<file path="src/rtl/prach_pkg.sv">
// Constants shared by the PRACH decimation chain (hb4 polyphase splitter and halfband filter).
package prach_pkg;

  localparam int unsigned NumChannel     = 128;
  localparam int unsigned NumChannelUsed = 48;
  localparam int unsigned DataW          = 16;

  typedef logic [DataW-1:0] sample_t;

endpackage

</file>
<file path="src/rtl/prach_delay.sv">
// Fixed-length shift-register delay with asynchronous active-low reset.
module prach_delay #(
  parameter int unsigned Delay = 2,
  parameter int unsigned Width = 1
) (
  input  logic             clk,
  input  logic             rst_n,
  input  logic [Width-1:0] din,
  output logic [Width-1:0] dout
);

  logic [Width-1:0] pipe_q [Delay];

  always_ff @(posedge clk or negedge rst_n) begin
    if (!rst_n) begin
      pipe_q <= '{default: '0};
    end else begin
      pipe_q[0] <= din;
      for (int unsigned i = 1; i < Delay; i++) begin
        pipe_q[i] <= pipe_q[i-1];
      end
    end
  end

  assign dout = pipe_q[Delay-1];

endmodule

</file>
<file path="src/rtl/prach_sdp_ram.sv">
// Simple dual-port RAM: one write port, one registered read port (read-before-write on collision).
module prach_sdp_ram #(
  parameter int unsigned Width = 16,
  parameter int unsigned Depth = 48,
  parameter int unsigned AddrW = 6
) (
  input  logic             clk,
  input  logic             we,
  input  logic [AddrW-1:0] waddr,
  input  logic [Width-1:0] wdata,
  input  logic [AddrW-1:0] raddr,
  output logic [Width-1:0] rdata
);

  logic [Width-1:0] mem_q [Depth];

  always_ff @(posedge clk) begin
    if (we) begin
      mem_q[waddr] <= wdata;
    end
    rdata <= mem_q[raddr];
  end

endmodule

</file>
<file path="src/rtl/prach_hb4_pp.sv">
// Pairs consecutive samples of each TDM channel into even/odd (dp1/dp2) pairs for hb4.
module prach_hb4_pp
  import prach_pkg::*;
#(
  parameter int unsigned NUM_CHANNEL      = NumChannel,
  parameter int unsigned NUM_CHANNEL_USED = NumChannelUsed,
  parameter int unsigned DATA_W           = DataW
) (
  input  logic              clk,
  input  logic              rst_n,
  input  logic [DATA_W-1:0] din_dq,
  input  logic              din_dv,
  input  logic [7:0]        din_chn,
  input  logic              sync_in,
  output logic [DATA_W-1:0] dout_dp1,
  output logic [DATA_W-1:0] dout_dp2,
  output logic              dout_dv,
  output logic [7:0]        dout_chn,
  output logic              sync_out
);

  localparam int unsigned ChnUsed = (NUM_CHANNEL_USED < NUM_CHANNEL) ? NUM_CHANNEL_USED
                                                                     : NUM_CHANNEL;
  localparam int unsigned AddrW   = $clog2(ChnUsed);
  localparam int unsigned PhN     = 1 << AddrW;
  localparam logic [7:0]  ChnLim  = 8'(ChnUsed);

  logic              acc;
  logic [AddrW-1:0]  addr;
  logic              ph_rd;
  logic [PhN-1:0]    ph_q, ph_d;

  logic [DATA_W-1:0] s1_dq;
  logic [7:0]        s1_chn;
  logic [AddrW-1:0]  s1_addr;
  logic              s1_acc, s1_ph, s1_fwd;
  logic [DATA_W-1:0] s1_fwd_dq;

  logic              wr_en, pair, fwd;
  logic [DATA_W-1:0] ram_rdata, even_dq;

  assign acc     = din_dv && (din_chn < ChnLim);
  assign addr    = din_chn[AddrW-1:0];
  assign s1_addr = s1_chn[AddrW-1:0];

  // An even sample in stage 2 is dropped when sync arrives alongside it.
  assign wr_en   = s1_acc && !s1_ph && !sync_in;
  assign pair    = s1_acc && s1_ph;
  assign fwd     = wr_en && (s1_addr == addr);
  assign even_dq = s1_fwd ? s1_fwd_dq : ram_rdata;

  // Phase lookup sees the stage-2 update of the same channel before it lands in ph_q.
  always_comb begin
    ph_rd = ph_q[addr];
    if (s1_acc && (s1_addr == addr)) begin
      ph_rd = ~s1_ph;
    end
    if (sync_in) begin
      ph_rd = 1'b0;
    end
  end

  always_comb begin
    ph_d = ph_q;
    if (sync_in) begin
      ph_d = '0;
    end else if (s1_acc) begin
      ph_d[s1_addr] = ~s1_ph;
    end
  end

  always_ff @(posedge clk or negedge rst_n) begin
    if (!rst_n) begin
      ph_q      <= '0;
      s1_dq     <= '0;
      s1_chn    <= '0;
      s1_acc    <= 1'b0;
      s1_ph     <= 1'b0;
      s1_fwd    <= 1'b0;
      s1_fwd_dq <= '0;
    end else begin
      ph_q      <= ph_d;
      s1_dq     <= din_dq;
      s1_chn    <= din_chn;
      s1_acc    <= acc;
      s1_ph     <= ph_rd;
      s1_fwd    <= fwd;
      s1_fwd_dq <= s1_dq;
    end
  end

  always_ff @(posedge clk or negedge rst_n) begin
    if (!rst_n) begin
      dout_dv  <= 1'b0;
      dout_dp1 <= '0;
      dout_dp2 <= '0;
      dout_chn <= '0;
    end else begin
      dout_dv <= pair;
      if (pair) begin
        dout_dp1 <= even_dq;
        dout_dp2 <= s1_dq;
        dout_chn <= s1_chn;
      end
    end
  end

  prach_sdp_ram #(
    .Width(DATA_W),
    .Depth(ChnUsed),
    .AddrW(AddrW)
  ) u_ram (
    .clk  (clk),
    .we   (wr_en),
    .waddr(s1_addr),
    .wdata(s1_dq),
    .raddr(addr),
    .rdata(ram_rdata)
  );

  prach_delay #(
    .Delay(2),
    .Width(1)
  ) u_sync_dly (
    .clk  (clk),
    .rst_n(rst_n),
    .din  (sync_in),
    .dout (sync_out)
  );

endmodule

</file>
<file path="config.mk">
export PLATFORM = sky130hd
export DESIGN_NAME = prach_hb4_pp
export DESIGN_NICKNAME = d
export VERILOG_FILES = /design/src/rtl/prach_pkg.sv /design/src/rtl/prach_delay.sv /design/src/rtl/prach_sdp_ram.sv /design/src/rtl/prach_hb4_pp.sv
export SDC_FILE = /design/constraint.sdc
export NUM_CORES = 1
export LEC_CHECK = 0
export BUFFER_PORTS_ARGS = -buffer_cell sky130_fd_sc_hd__buf_4
export CORE_MARGIN = 3
export CORE_UTILIZATION = 61
export CTS_BUF_LIST = sky130_fd_sc_hd__clkbuf_8 sky130_fd_sc_hd__clkbuf_16
export DETAILED_ROUTE_END_ITERATION = 8
export GPL_TIMING_DRIVEN = 0
export PLACE_DENSITY = 0.78
export SLEW_MARGIN = 5
export SYNTH_ARGS = -nofsm -noshare
export SYNTH_HDL_FRONTEND = slang
export SYNTH_SLANG_ARGS = --single-unit
</file>
<file path="constraint.sdc">
create_clock -name clk -period 2.9 [get_ports clk]
set_clock_uncertainty 0.15 [all_clocks]
set_input_delay 0.29 -clock clk [delete_from_list [all_inputs] [get_ports clk]]
set_output_delay 0.29 -clock clk [all_outputs]
set_load 0.03 [all_outputs]
</file>
======== Word-level counts from Yosys, hierarchy flattened ========
Memories as Yosys holds them, arrays and structs flattened. A register that Yosys moved wholly into a read port is not among the register bits.
Cells that the tools add are included.
word-level totals
  bits in registers ....................... 150
  RAM bits ................................ 768
  input bits .............................. 28
  output and inout port bits .............. 42
  word-level logic and storage cells ...... 42
  memories kept ........................... 1
memories
  memory       words  bits a word  read ports  clocked after Yosys merged registers in  wr ports  RTL line             text
  u_ram.mem_q  48     16           1           1                                        1         prach_sdp_ram.sv:15  logic [Width-1:0] mem_q [Depth];
cells by class
  magnitude comparators ................... 4
  eq/ne operators ......................... 1
  multiplexer cells ....................... 12
  bitwise logic cells ..................... 1
  reduce and logical (&&, ||, !) cells .... 10
operator list
  operator            count
  $mux 64             2
  $bwmux 64           1
  $mux 16             1
  $lt 6x7->1 const B  2
  $lt 8x6->1 const B  1
  $logic_and 1x1->1   7
  $bmux 1 s6          1
  $demux 1 s6         1
  $eq 6x6->1          1
  $ge 6x1->1 const B  1
  $mux 1              6
  $logic_not 1->1     2
  $reduce_bool 2->1   1
  $not 1->1           1

======== Depth between registers and ports, before layout ========
Gate-level depths: netlist of run 1.
  word-level depth ........................ 7
  gate-level depth with buffers ........... 9
  depth with buffers taken out ............ 6

======== Cells and area by module ========
From an unflattened synthesis of run 1, not the netlist that was laid out.
second synthesis, totals
  cells, all modules ...................... 2,067
  area, all modules ....................... 36,746.5 µm²
modules (own cells, without submodules)
  module         instances  cells an instance  area an instance (µm²)  sequential area each (µm²)
  prach_sdp_ram  1          1,499              30,300.3                23,382.4
  prach_hb4_pp   1          566                6,396.1                 3,703.6
  prach_delay    1          2                  50.0                    50.0

======== Least setup slack after synthesis of run 1 ========
Ideal clock, no wire load.
  kind .................................... flip-flop to flip-flop
  start point ............................. reg s1_acc
  end point ............................... mem u_ram.mem_q[39][0] (enable)
  library setup time ...................... 388 ps
  arrival time ............................ 1,994 ps
  required time ........................... 2,362 ps
  setup slack ............................. 368 ps
  stages on the path, launching flop included .. 6
  path buffers ............................ 1
  period minus slack after synthesis ...... 2,532 ps
  path through ............................ dfrtp_1 -> nor2b_1 -> nand2_1 -> or3_1 -> clkbuf_1 -> nor2_1
between the ends
  longest elaborated chain between the ends .. 4
RTL lines
  what                             RTL line             text
  start: declaration               prach_hb4_pp.sv:36   logic s1_acc, s1_ph, s1_fwd;
  start signal: assignment         prach_hb4_pp.sv:77   s1_acc <= 1'b0;
  start signal: assignment         prach_hb4_pp.sv:85   s1_acc <= acc;
  $logic_and 1x1->1 (2 in series)  prach_hb4_pp.sv:47   assign wr_en = s1_acc && !s1_ph && !sync_in;
  $mux 1                           prach_sdp_ram.sv:18  if (we) begin
  $mux 1 (not written as such)     prach_sdp_ram.sv:19  mem_q[waddr] <= wdata;
  end: declaration                 prach_sdp_ram.sv:15
Every way passes these cells.

==> impl_summary.txt, run 1 <==
----------------------------------------------------
[Global route]
  Initial antenna violation count ... 2
  Via count of the first global-routing pass ... between 20000 and 25000
  First-pass GRT wire length ... ~140 mm
  Overflow left after global routing ... 0
  Maximum number of pins on one net before global-route repair ... 94
  Total routing resource utilization after global routing ... about a third

[Cells and area]
  Signed area change from the synthesized netlist to the final layout ... 16.30%
  Number of nets in the final layout ... 2045
  Diodes inserted ... 0
  Post-layout utilization of the core ... between 70 and 80%
  Share of layout cells above drive strength 1 ... a little over 30%
  Layout filler cell count ... approximately 3100

[Power and ir drop]
  Total power divided by cell area ... between 600 and 700 nW/um^2
  Peak supply drop ... just under 600 uV
  Standby leakage power ... around 0.014 uW
  Total chip power ... around 28000 uW

[Synthesis]
  Most repeated cell in the gate-level netlist after synthesis ... sky130_fd_sc_hd__edfxtp_1
  Syn_nets ... 1786
  Distinct cell type count after synthesis ... 38
  Cell area after technology mapping ... between 30000 and 40000 um^2
  Synthesized instance count ... 1758
  Top cell type's share of synthesized area ... between 60% and 70%
  Share of synthesized registers carrying an async set or reset ... approximately 16%
  Syn Area/Cell ... between 20 and 25 um^2
  Top_reg_cell synth ... sky130_fd_sc_hd__edfxtp_1
  Top post-synthesis cells by count ... sky130_fd_sc_hd__edfxtp_1 (768), sky130_fd_sc_hd__mux4_2 (248), sky130_fd_sc_hd__dfrtp_1 (150)
  Largest cells by area after synthesis ... sky130_fd_sc_hd__edfxtp_1 (64%), sky130_fd_sc_hd__mux4_2 (16%), sky130_fd_sc_hd__dfrtp_1 (10%)
  Portion of the post-synthesis area used by sequential elements ... between 70% and 80%
  Register bit count reported by yosys ... 934
  Cell taking the most area after synthesis ... sky130_fd_sc_hd__edfxtp_1
  Number of warning messages in the yosys log ... 0
  Count of flip-flops with a built-in enable after synthesis ... roughly 770

[Clock tree]
  CTS H-tree depth ... 3
  Clock tree from TritonCTS ... yes
  Number of clock buffers inserted by TritonCTS ... 91
  Later-pin clock latency in the skew report ... between 600 and 700 ps
  Clk pin slew, worst setup/hold paths ... 60 ps
  Clock Sinks ... 934
  Clock Path Buffers ... 3
  Clock Root Buffer ... sky130_fd_sc_hd__clkbuf_16

[Route]
  DR iter-0 viols ... just under 3000
  Via density ... a little under 7
  Highest Signal Layer ... met5
  Antenna viol nets, final ... 0
  Met3 WL ... 11.94 mm
  DRC Markers ... 0
  Routed wire length on met2 ... about 47 mm
  Via count ... roughly 20000
  Overall routed net length ... slightly below 100 mm
  Wire per inst ... around 34 um
  Iteration count of the initial detailed-routing pass ... 8
  Metal1 wirelength ... about 33 mm

[STA]
  Ratio of final minimum period to clock period ... 106.0%
  Final-report max-slew violation count ... 0
  Final min period ... a little over 3000 ps
  Unrepaired setup endpoints after global routing ... true
  Highest clock rate ... 325.4 MHz
  Setup violation total in the final timing report ... 33
  Post-route setup slack ... -173.1 ps
  Final number of hold-violating endpoints ... 0
  Tightest Pin Transition ... around 1500 ps
  Rel. slew slack ... approximately 2.4%

[Status]
  Failing checks ... setup timing
  Run status ... finished with violations

[Run]
  Number of violations of the max-capacitance limit ... 0

[Floorplan]
  Number of rows in the core area ... just under 90
  Die Footprint ... 61940 um^2
  Die height ... 248.9 um
  Area of the core region ... a little under 60000 um^2
  Ports placed on the boundary ... 70
  Effective utilization at floorplan ... 62.02%
  Chip width ... 248.9 um

[Critical path]
  Largest fanout on the critical path ... 10
  Data required, critical path ... around 3200 ps
  Startpoint-to-endpoint class of the critical path ... in2reg
  Kind of end point of the critical path ... register
  Data arrival time of the worst path ... 3410 ps
  Sort of element at the start of the critical path ... input pin

[Placed design]
  Routability congestion estimate from global placement ... 0.8635
  IO buf count ... ~70
  HPWL after DPL ... about 57 mm

[Min path]
  Worst hold path class ... in2async

----------------------------------------------------
per-stage QoR:
step,TNS [ps],area (um^2),std cells,hold WS [ps],setup slack (ps)
after floorplan,0,35990,1758,-155.6,368.0
after global routing,-292.2,41850,2852,82.06,-131.9
after global placement,-438100,37460,2592,186.3,-821.3
after CTS,-846.8,41720,2844,47.94,-59.92
final,-1747,41850,2852,48.26,-173.1
after detailed placement,-21420,38550,2651,119.5,-519.4
layout make-up:
| class | instances | area (um^2) | share of cell area [%] |
|---|---|---|---|
| Inverter | 1 | 3.754 | 0.008969 |
| Tap cell | 765 | 957.2 | 2.287 |
| Clock inverter | 63 | 410.4 | 0.9806 |
| Multi-Input combinational cell | 701 | 8531 | 20.38 |
| Buffer | 118 | 533.0 | 1.274 |
| Timing Repair Buffer | 170 | 1849 | 4.419 |
| Clock buffer | 100 | 2412 | 5.764 |
| Sequential cell | 934 | 27160 | 64.88 |
sequential cells by signal, summed over array words and instances (netlist names):
signal,flops
dout_chn,8
u_ram.rdata,16
s1_acc,1
u_sync_dly.pipe_q,1
dout_dv,1
u_sync_dly.dout,1
s1_chn,8
u_ram.mem_q,768
ph_q,64
s1_fwd_dq,16
dout_dp1,16
dout_dp2,16
s1_ph,1
s1_fwd,1
s1_dq,16
placed cells by master (no fill, tap or decap), types with 42 or more instances in the layout:
cell type and instances:
sky130_fd_sc_hd__edfxtp_1 768, sky130_fd_sc_hd__mux4_2 248, sky130_fd_sc_hd__dfrtp_1 134, sky130_fd_sc_hd__buf_4 95, sky130_fd_sc_hd__clkbuf_16 92, sky130_fd_sc_hd__o21ai_0 82
sky130_fd_sc_hd__clkbuf_1 71, sky130_fd_sc_hd__or3_1 71, sky130_fd_sc_hd__a21oi_1 66, sky130_fd_sc_hd__mux2i_1 48, sky130_fd_sc_hd__buf_8 43, sky130_fd_sc_hd__nand2_1 42
power by group:
group	total [uW]	leakage, uW	internal (uW)	switching (uW)
Clock	11300	0.00150	6390	4960
Combinational	2030	0.00357	785	1240
Sequential	15000	0.00897	14700	249
Total	28400	0.0140	21900	6450
worst max-delay path, cell delays in order:
cell                       delay (ps)
sky130_fd_sc_hd__buf_4            130
sky130_fd_sc_hd__clkbuf_1         690
sky130_fd_sc_hd__clkbuf_1         780
sky130_fd_sc_hd__mux4_2           430
sky130_fd_sc_hd__mux4_2           590
sky130_fd_sc_hd__mux2i_1          350
sky130_fd_sc_hd__o21ai_1          160
repair_timing:
item | in CTS | in global routing
hold buffers | 27 | 0
pin swaps | 1 | 5
endpoints found under the hold margin | 175 | 0
endpoints found under the setup margin | 201 | 226
resized for setup | 12 | 23
buffers inserted | 5 | 10
per-layer routing:
layer  track usage (%)  up-vias
li1                  -     7674
met1             42.22    10151
met2             50.05     1631
met3             7.173      308
met4             14.44        4
met5                 0        -
path summary, 6_finish.rpt:
| check | start | to | slack [ps] | cells past startpoint |
|---|---|---|---|---|
| max in group asynchronous | rst_n | dout_dp2[10] | 1670 | 3 |
| setup reg to reg | s1_chn[1] | u_ram.mem_q[41][7] | -80 | 6 |
| min in group clk | din_dq[8] | s1_dq[8] | 160 | 2 |
| setup / recovery | din_chn[1] | u_ram.rdata[8] | -170 | 7 |
| hold / removal | rst_n | ph_q[15] | 50 | 2 |
| hold reg to reg | u_sync_dly.pipe_q[1] | u_sync_dly.dout | 200 | 0 |
cells by family (layout without fill, tap and decap cells):
kind of cell	after synthesis	after routing	synth area share [%]
buffers and inverters	123	452	1.485
multiplexers	321	321	17.64
XOR/XNOR	6	6	0.1461
AO/OA/AOI/OAI	179	179	2.587
flip-flops	934	934	75.41
AND/OR/NAND/NOR	195	195	2.736
No activity file was read; power rests on OpenSTA's default activity.
==> run 2: changes to the inputs <==
- RECOVER_POWER: default -> 50
==> run 2 against run 1 <==
The flow finishes with violations (capacitance limit, slew limit, setup timing); utilization fell by 0.38 points; global-route usage did not move; power fell by 0.13%; routed wire length barely moved; die area did not move; worst hold slack improved by 130 ps; first-iteration DRC count fell by 1.2%; flip-flop and latch count did not move; count of clock-buffer cells in the layout did not move; critical path type unchanged; largest power group unchanged; highest routed layer unchanged.
==> impl_summary.txt, run 2 (synthesis gave the netlist of run 1 again) <==
----------------------------------------------------
[Cells and area]
  Number of nets in the final layout ... between 2000 and 2500
  Diodes inserted ... 0
  Signed area change from the synthesized netlist to the final layout ... 15.69%
  Most common cell after layout, fill and taps aside ... sky130_fd_sc_hd__edfxtp_1
  Layout filler cell count ... around 3200
  Register with the highest flop count ... u_ram.mem_q
  Commonest non-fill, non-tap cells in the layout ... sky130_fd_sc_hd__edfxtp_1 (768), sky130_fd_sc_hd__mux4_2 (248), sky130_fd_sc_hd__dfrtp_1 (150)
  Largest registers in the final layout ... u_ram.mem_q (768), ph_q (64)
  Share of layout cells above drive strength 1 ... between 20% and 30%
  Max reg flops ... around 770

[Route]
  Via density ... 6.928
  Wire per inst ... 33.97 um
  DR iter-0 viols ... approximately 2900
  DRC Markers ... 0
  Via count ... between 15000 and 20000
  Overall routed net length ... 96.89 mm
  Antenna viol nets, final ... 0
  Iteration count of the initial detailed-routing pass ... 6

[Floorplan]
  Area of the core region ... 58030 um^2
  Chip width ... 248.9 um
  Effective utilization at floorplan ... 62.02%
  Number of rows in the core area ... 88
  Die height ... about 250 um
  Die Footprint ... between 60000 and 70000 um^2
  Ports placed on the boundary ... 70

[Global route]
  Overflow left after global routing ... 0
  First-pass GRT wire length ... 140.6 mm
  Initial antenna violation count ... 2
  Via count of the first global-routing pass ... slightly above 20000
  Total routing resource utilization after global routing ... 31.41%
  Maximum number of pins on one net before global-route repair ... 94

[STA]
  Final-report max-slew violation count ... 711
  Tightest Pin Transition ... slightly above 2000 ps
  Unrepaired setup endpoints after global routing ... true
  Ratio of final minimum period to clock period ... 105.9%
  Post-route setup slack ... -172.0 ps
  Setup violation total in the final timing report ... 32
  Accumulated negative setup slack ... -1929 ps
  Final min period ... about 3100 ps
  Final number of hold-violating endpoints ... 0
  Final hold slack ... about 180 ps
  Rel. slew slack ... -37.57%
  Highest clock rate ... roughly 330 MHz

[Status]
  Failing checks ... capacitance limit, slew limit, setup timing
  Run status ... finished with violations

[Power and ir drop]
  Peak supply drop ... around 580 uV
  Standby leakage power ... around 0.014 uW
  Total power divided by cell area ... just under 700 nW/um^2

[Clock tree]
  Clock Sinks ... 934
  Clock Root Buffer ... sky130_fd_sc_hd__clkbuf_16
  Clk pin slew, worst setup/hold paths ... ~60 ps
  CTS H-tree depth ... 3
  Later-pin clock latency in the skew report ... between 600 and 700 ps
  Clock Path Buffers ... 3
  Clock tree from TritonCTS ... yes
  Number of clock buffers inserted by TritonCTS ... 91

[Placed design]
  Routability congestion estimate from global placement ... 0.8635
  HPWL after DPL ... between 50 and 60 mm
  IO buf count ... 69

[Critical path]
  Startpoint-to-endpoint class of the critical path ... in2reg
  Largest fanout on the critical path ... 10
  Kind of end point of the critical path ... register
  Cells along the critical path ... buf_4 > clkbuf_1 > clkbuf_1 > mux4_2 > mux4_2 > mux2i_1 > o21ai_1
  Data arrival time of the worst path ... about 3400 ps
  Slowest stage cell, crit path ... sky130_fd_sc_hd__clkbuf_1
  Data required, critical path ... approximately 3200 ps
  Sort of element at the start of the critical path ... input pin
  CP max stage delay ... ~780 ps

[Min path]
  Worst hold path class ... in2reg

[Run]
  Number of violations of the max-capacitance limit ... 17

----------------------------------------------------
## run 2: changes by cell type in the layout (fill, tap and decap cells not counted), sizes merged
| cell | before | now |
|---|---|---|
| buf | 180 | 144 |
| clkbuf | 180 | 213 |
| dlymetal6s4s | 0 | 3 |
## run 2: layer usage
layer	part of all wire (%)	track usage (%)	wire length [um]	vias up
met5	0.030	0	29	-
li1	-	-	-	7687
met1	34	42.22	33320	10156
met2	48	50.05	46740	1605
met4	5.2	14.44	5054	4
met3	12	7.173	11750	307
## run 2: per-stage QoR
stage	utilization [%]	instance area [um^2]	total power (uW)	std cells	worst slack, ps
floorplan	-	35990	16270	1758	368.0
global placement	64.56	37460	17060	2592	-821.3
detailed placement	66.44	38550	17170	2651	-519.4
CTS	71.89	41720	28380	2844	-59.92
global route	71.75	41630	28980	2852	-131.8
finish	71.75	41630	28320	2852	-172.0
## run 2: cell type report
class | instances | area [um^2] | share of cell area [%]
buffer | 118 | 533.0 | 1.280
clock buffer | 100 | 2412 | 5.794
clock inverter | 63 | 410.4 | 0.9858
inverter | 1 | 3.754 | 0.009016
multi-input combinational | 701 | 8531 | 20.49
sequential | 934 | 27140 | 65.18
tap | 765 | 957.2 | 2.299
timing repair buffer | 170 | 1649 | 3.961
## run 2: repair_timing
action                     CTS  global route
setup buffers                5            10
pin swaps                    1             5
resized for setup           12            23
hold endpoints to repair   175             0
hold buffers                27             0
setup endpoints to repair  201           226
## run 2: power by group
part	leakage [uW]	internal [uW]	switching, uW	total, uW
Combinational	0.00348	752	1240	1990
Sequential	0.00899	14700	244	15000
Clock	0.00150	6390	4950	11300
Total	0.0140	21900	6440	28300
## run 2: final timing paths
check	from	to	slack (ps)	cells past startpoint
worst max-delay path	din_chn[1]	u_ram.rdata[8]	-170	7
worst min-delay path	din_dq[8]	s1_dq[8]	180	2
worst max register to register	s1_chn[2]	u_ram.mem_q[41][7]	-80	6
worst min register to register	u_sync_dly.pipe_q[1]	u_sync_dly.dout	200	0
max in group asynchronous	rst_n	dout_dp2[10]	480	3
min in group asynchronous	rst_n	ph_q[15]	460	2
## run 2: critical path, delay by kind of cell
family                 cells  cell delay [ps]
buffers and inverters      3             1570
AOI/OAI and AO/OA          1              160
muxes                      3             1390
==> run 3: changes to the inputs <==
- SKIP_CTS_REPAIR_TIMING: default -> 1
==> run 3 against run 2 <==
The flow still finishes with violations (capacitance limit, slew limit, setup timing); sequential share of layout area about the same; register-to-register slack got worse by 30 ps; power decreased by 0.19%; critical endpoint is now u_ram.mem_q[46][4].
==> impl_summary.txt, run 3 (synthesis gave the netlist of run 1 again) <==
----------------------------------------------------
[Route]
  Wire per inst ... roughly 33 um
  DRC Markers ... 0
  Via count ... 19667
  Iteration count of the initial detailed-routing pass ... 7
  DR iter-0 viols ... 2826
  Overall routed net length ... roughly 95 mm
  Antenna viol nets, final ... 0
  Via density ... a little under 7

[STA]
  Final min period ... 3010 ps
  Setup violation total in the final timing report ... 107
  Highest clock rate ... 332.2 MHz
  Rel. slew slack ... -37.72%
  Tightest Pin Transition ... a little over 2000 ps
  Final-report max-slew violation count ... a little over 700
  Unrepaired setup endpoints after global routing ... true
  Accumulated negative setup slack ... -4815 ps
  Final number of hold-violating endpoints ... 0
  Ratio of final minimum period to clock period ... 103.8%
  Post-route setup slack ... -110.2 ps
  Final hold slack ... roughly 180 ps

[Floorplan]
  Ports placed on the boundary ... 70
  Number of rows in the core area ... between 80 and 90
  Die Footprint ... a little over 60000 um^2
  Die height ... approximately 250 um
  Chip width ... around 250 um
  Effective utilization at floorplan ... between 60% and 70%
  Area of the core region ... 58030 um^2

[Status]
  Failing checks ... capacitance limit, slew limit, setup timing
  Run status ... finished with violations

[Power and ir drop]
  Part of the total power dissipated in combinational logic ... 7.0%
  Int Pwr ... ~22000 uW
  Switching power share of the total ... 22.60%
  Share of power burned in registers ... a little over half
  Peak supply drop ... 575.5 uV
  Standby leakage power ... 0.01396 uW
  Total power divided by cell area ... between 600 and 700 nW/um^2
  Power spent charging and discharging nets ... between 6000 and 7000 uW
  Clock share of power ... between 40% and 50%

[Global route]
  Via count of the first global-routing pass ... 20053
  Total routing resource utilization after global routing ... about 31%
  Initial antenna violation count ... 3
  First-pass GRT wire length ... around 140 mm
  Overflow left after global routing ... 0
  Maximum number of pins on one net before global-route repair ... between 90 and 100

[Clock tree]
  Clock Root Buffer ... sky130_fd_sc_hd__clkbuf_16
  Clock tree from TritonCTS ... yes
  Clk pin slew, worst setup/hold paths ... about 60 ps
  CTS H-tree depth ... 3
  Clock Path Buffers ... 3
  Later-pin clock latency in the skew report ... around 640 ps
  Number of clock buffers inserted by TritonCTS ... 91
  Clock Sinks ... about 930

[Placed design]
  Setup slack after placement ... -519.4 ps
  Routability congestion estimate from global placement ... 0.8635
  HPWL after DPL ... roughly 57 mm
  IO buf count ... roughly 70

[Critical path]
  Data arrival time of the worst path ... between 3000 and 4000 ps
  Largest fanout on the critical path ... 10
  CP max stage delay ... 1140 ps
  Cells along the critical path ... clkbuf_1 > nand3b_1 > clkbuf_1 > nor2_4 > buf_6
  Sort of element at the start of the critical path ... register
  CP dominant cell by count ... sky130_fd_sc_hd__clkbuf_1
  Data required, critical path ... between 3000 and 4000 ps
  Count of buffering cells on the critical path with inverters included ... 3
  CP top delay family ... buffers and inverters
  Kind of end point of the critical path ... register
  Slowest stage cell, crit path ... sky130_fd_sc_hd__clkbuf_1
  Startpoint-to-endpoint class of the critical path ... reg2reg

[Cells and area]
  Diodes inserted ... 0
  Post-layout utilization of the core ... just over 70%
  Commonest non-fill, non-tap cells in the layout ... sky130_fd_sc_hd__edfxtp_1 (768), sky130_fd_sc_hd__mux4_2 (248), sky130_fd_sc_hd__dfrtp_1 (150)
  Register with the highest flop count ... u_ram.mem_q
  Signed area change from the synthesized netlist to the final layout ... 15.71%
  Max reg flops ... 768
  Number of nets in the final layout ... 2048
  Largest registers in the final layout ... u_ram.mem_q (768), ph_q (64)
  Share of layout cells above drive strength 1 ... between 20% and 30%
  Most common cell after layout, fill and taps aside ... sky130_fd_sc_hd__edfxtp_1

[Min path]
  Worst hold path class ... in2reg

[Run]
  Number of violations of the max-capacitance limit ... 18

----------------------------------------------------
run 3: cell count changes in the layout (fill, tap and decap cells not counted), sizes merged:
cell           change
clkdlybuf4s15      -1
clkbuf             +2
buf                +2
run 3: per-stage QoR:
stage | cells | total power, uW | area, um^2
6_report | 2855 | 28260 | 41640
5_1_grt | 2855 | 28950 | 41640
4_1_cts | 2814 | 28350 | 41370
3_5_place_dp | 2651 | 17170 | 38550
3_3_place_gp | 2592 | 17060 | 37460
2_1_floorplan | 1758 | 16270 | 35990
run 3: layout make-up:
cell class	count	area (um^2)
Multi-Input combinational cell	701	8531
Fill cell	3147	16390
Buffer	117	519.2
Timing Repair Buffer	174	1668
Inverter	1	3.754
Tap cell	765	957.2
Clock buffer	100	2412
Sequential cell	934	27140
Clock inverter	63	410.4
run 3: worst paths after layout:
| path | to | depth (start not counted) | startpoint | slack, ps |
|---|---|---|---|---|
| max | u_ram.mem_q[46][4] | 5 | s1_chn[0] | -110 |
| min | s1_chn[6] | 2 | din_chn[6] | 180 |
| max reg2reg | u_ram.mem_q[46][4] | 5 | s1_chn[0] | -110 |
| min reg2reg | u_sync_dly.dout | 0 | u_sync_dly.pipe_q[1] | 200 |
| max in group asynchronous | dout_dp2[10] | 3 | rst_n | 490 |
| min in group asynchronous | ph_q[15] | 2 | rst_n | 450 |
run 3: power by group through the flow:
stage / clock, uW / sequential (uW) / combinational [uW]
global route: 11900 / 15000 / 2050
finish: 11300 / 15000 / 1980
detailed placement: 0 / 15200 / 1930
global placement: 0 / 15300 / 1760
CTS: 11400 / 15000 / 1970
floorplan: 0 / 15500 / 798
run 3: routing by layer:
layer  track usage [%]  share of wire [%]  vias to the layer above
met1             41.75                 35                    10226
met5                 0              0.048                        -
met2             49.87                 49                     1469
li1                  -                  -                     7691
met4             14.49                5.2                        4
met3             7.538                 11                      277
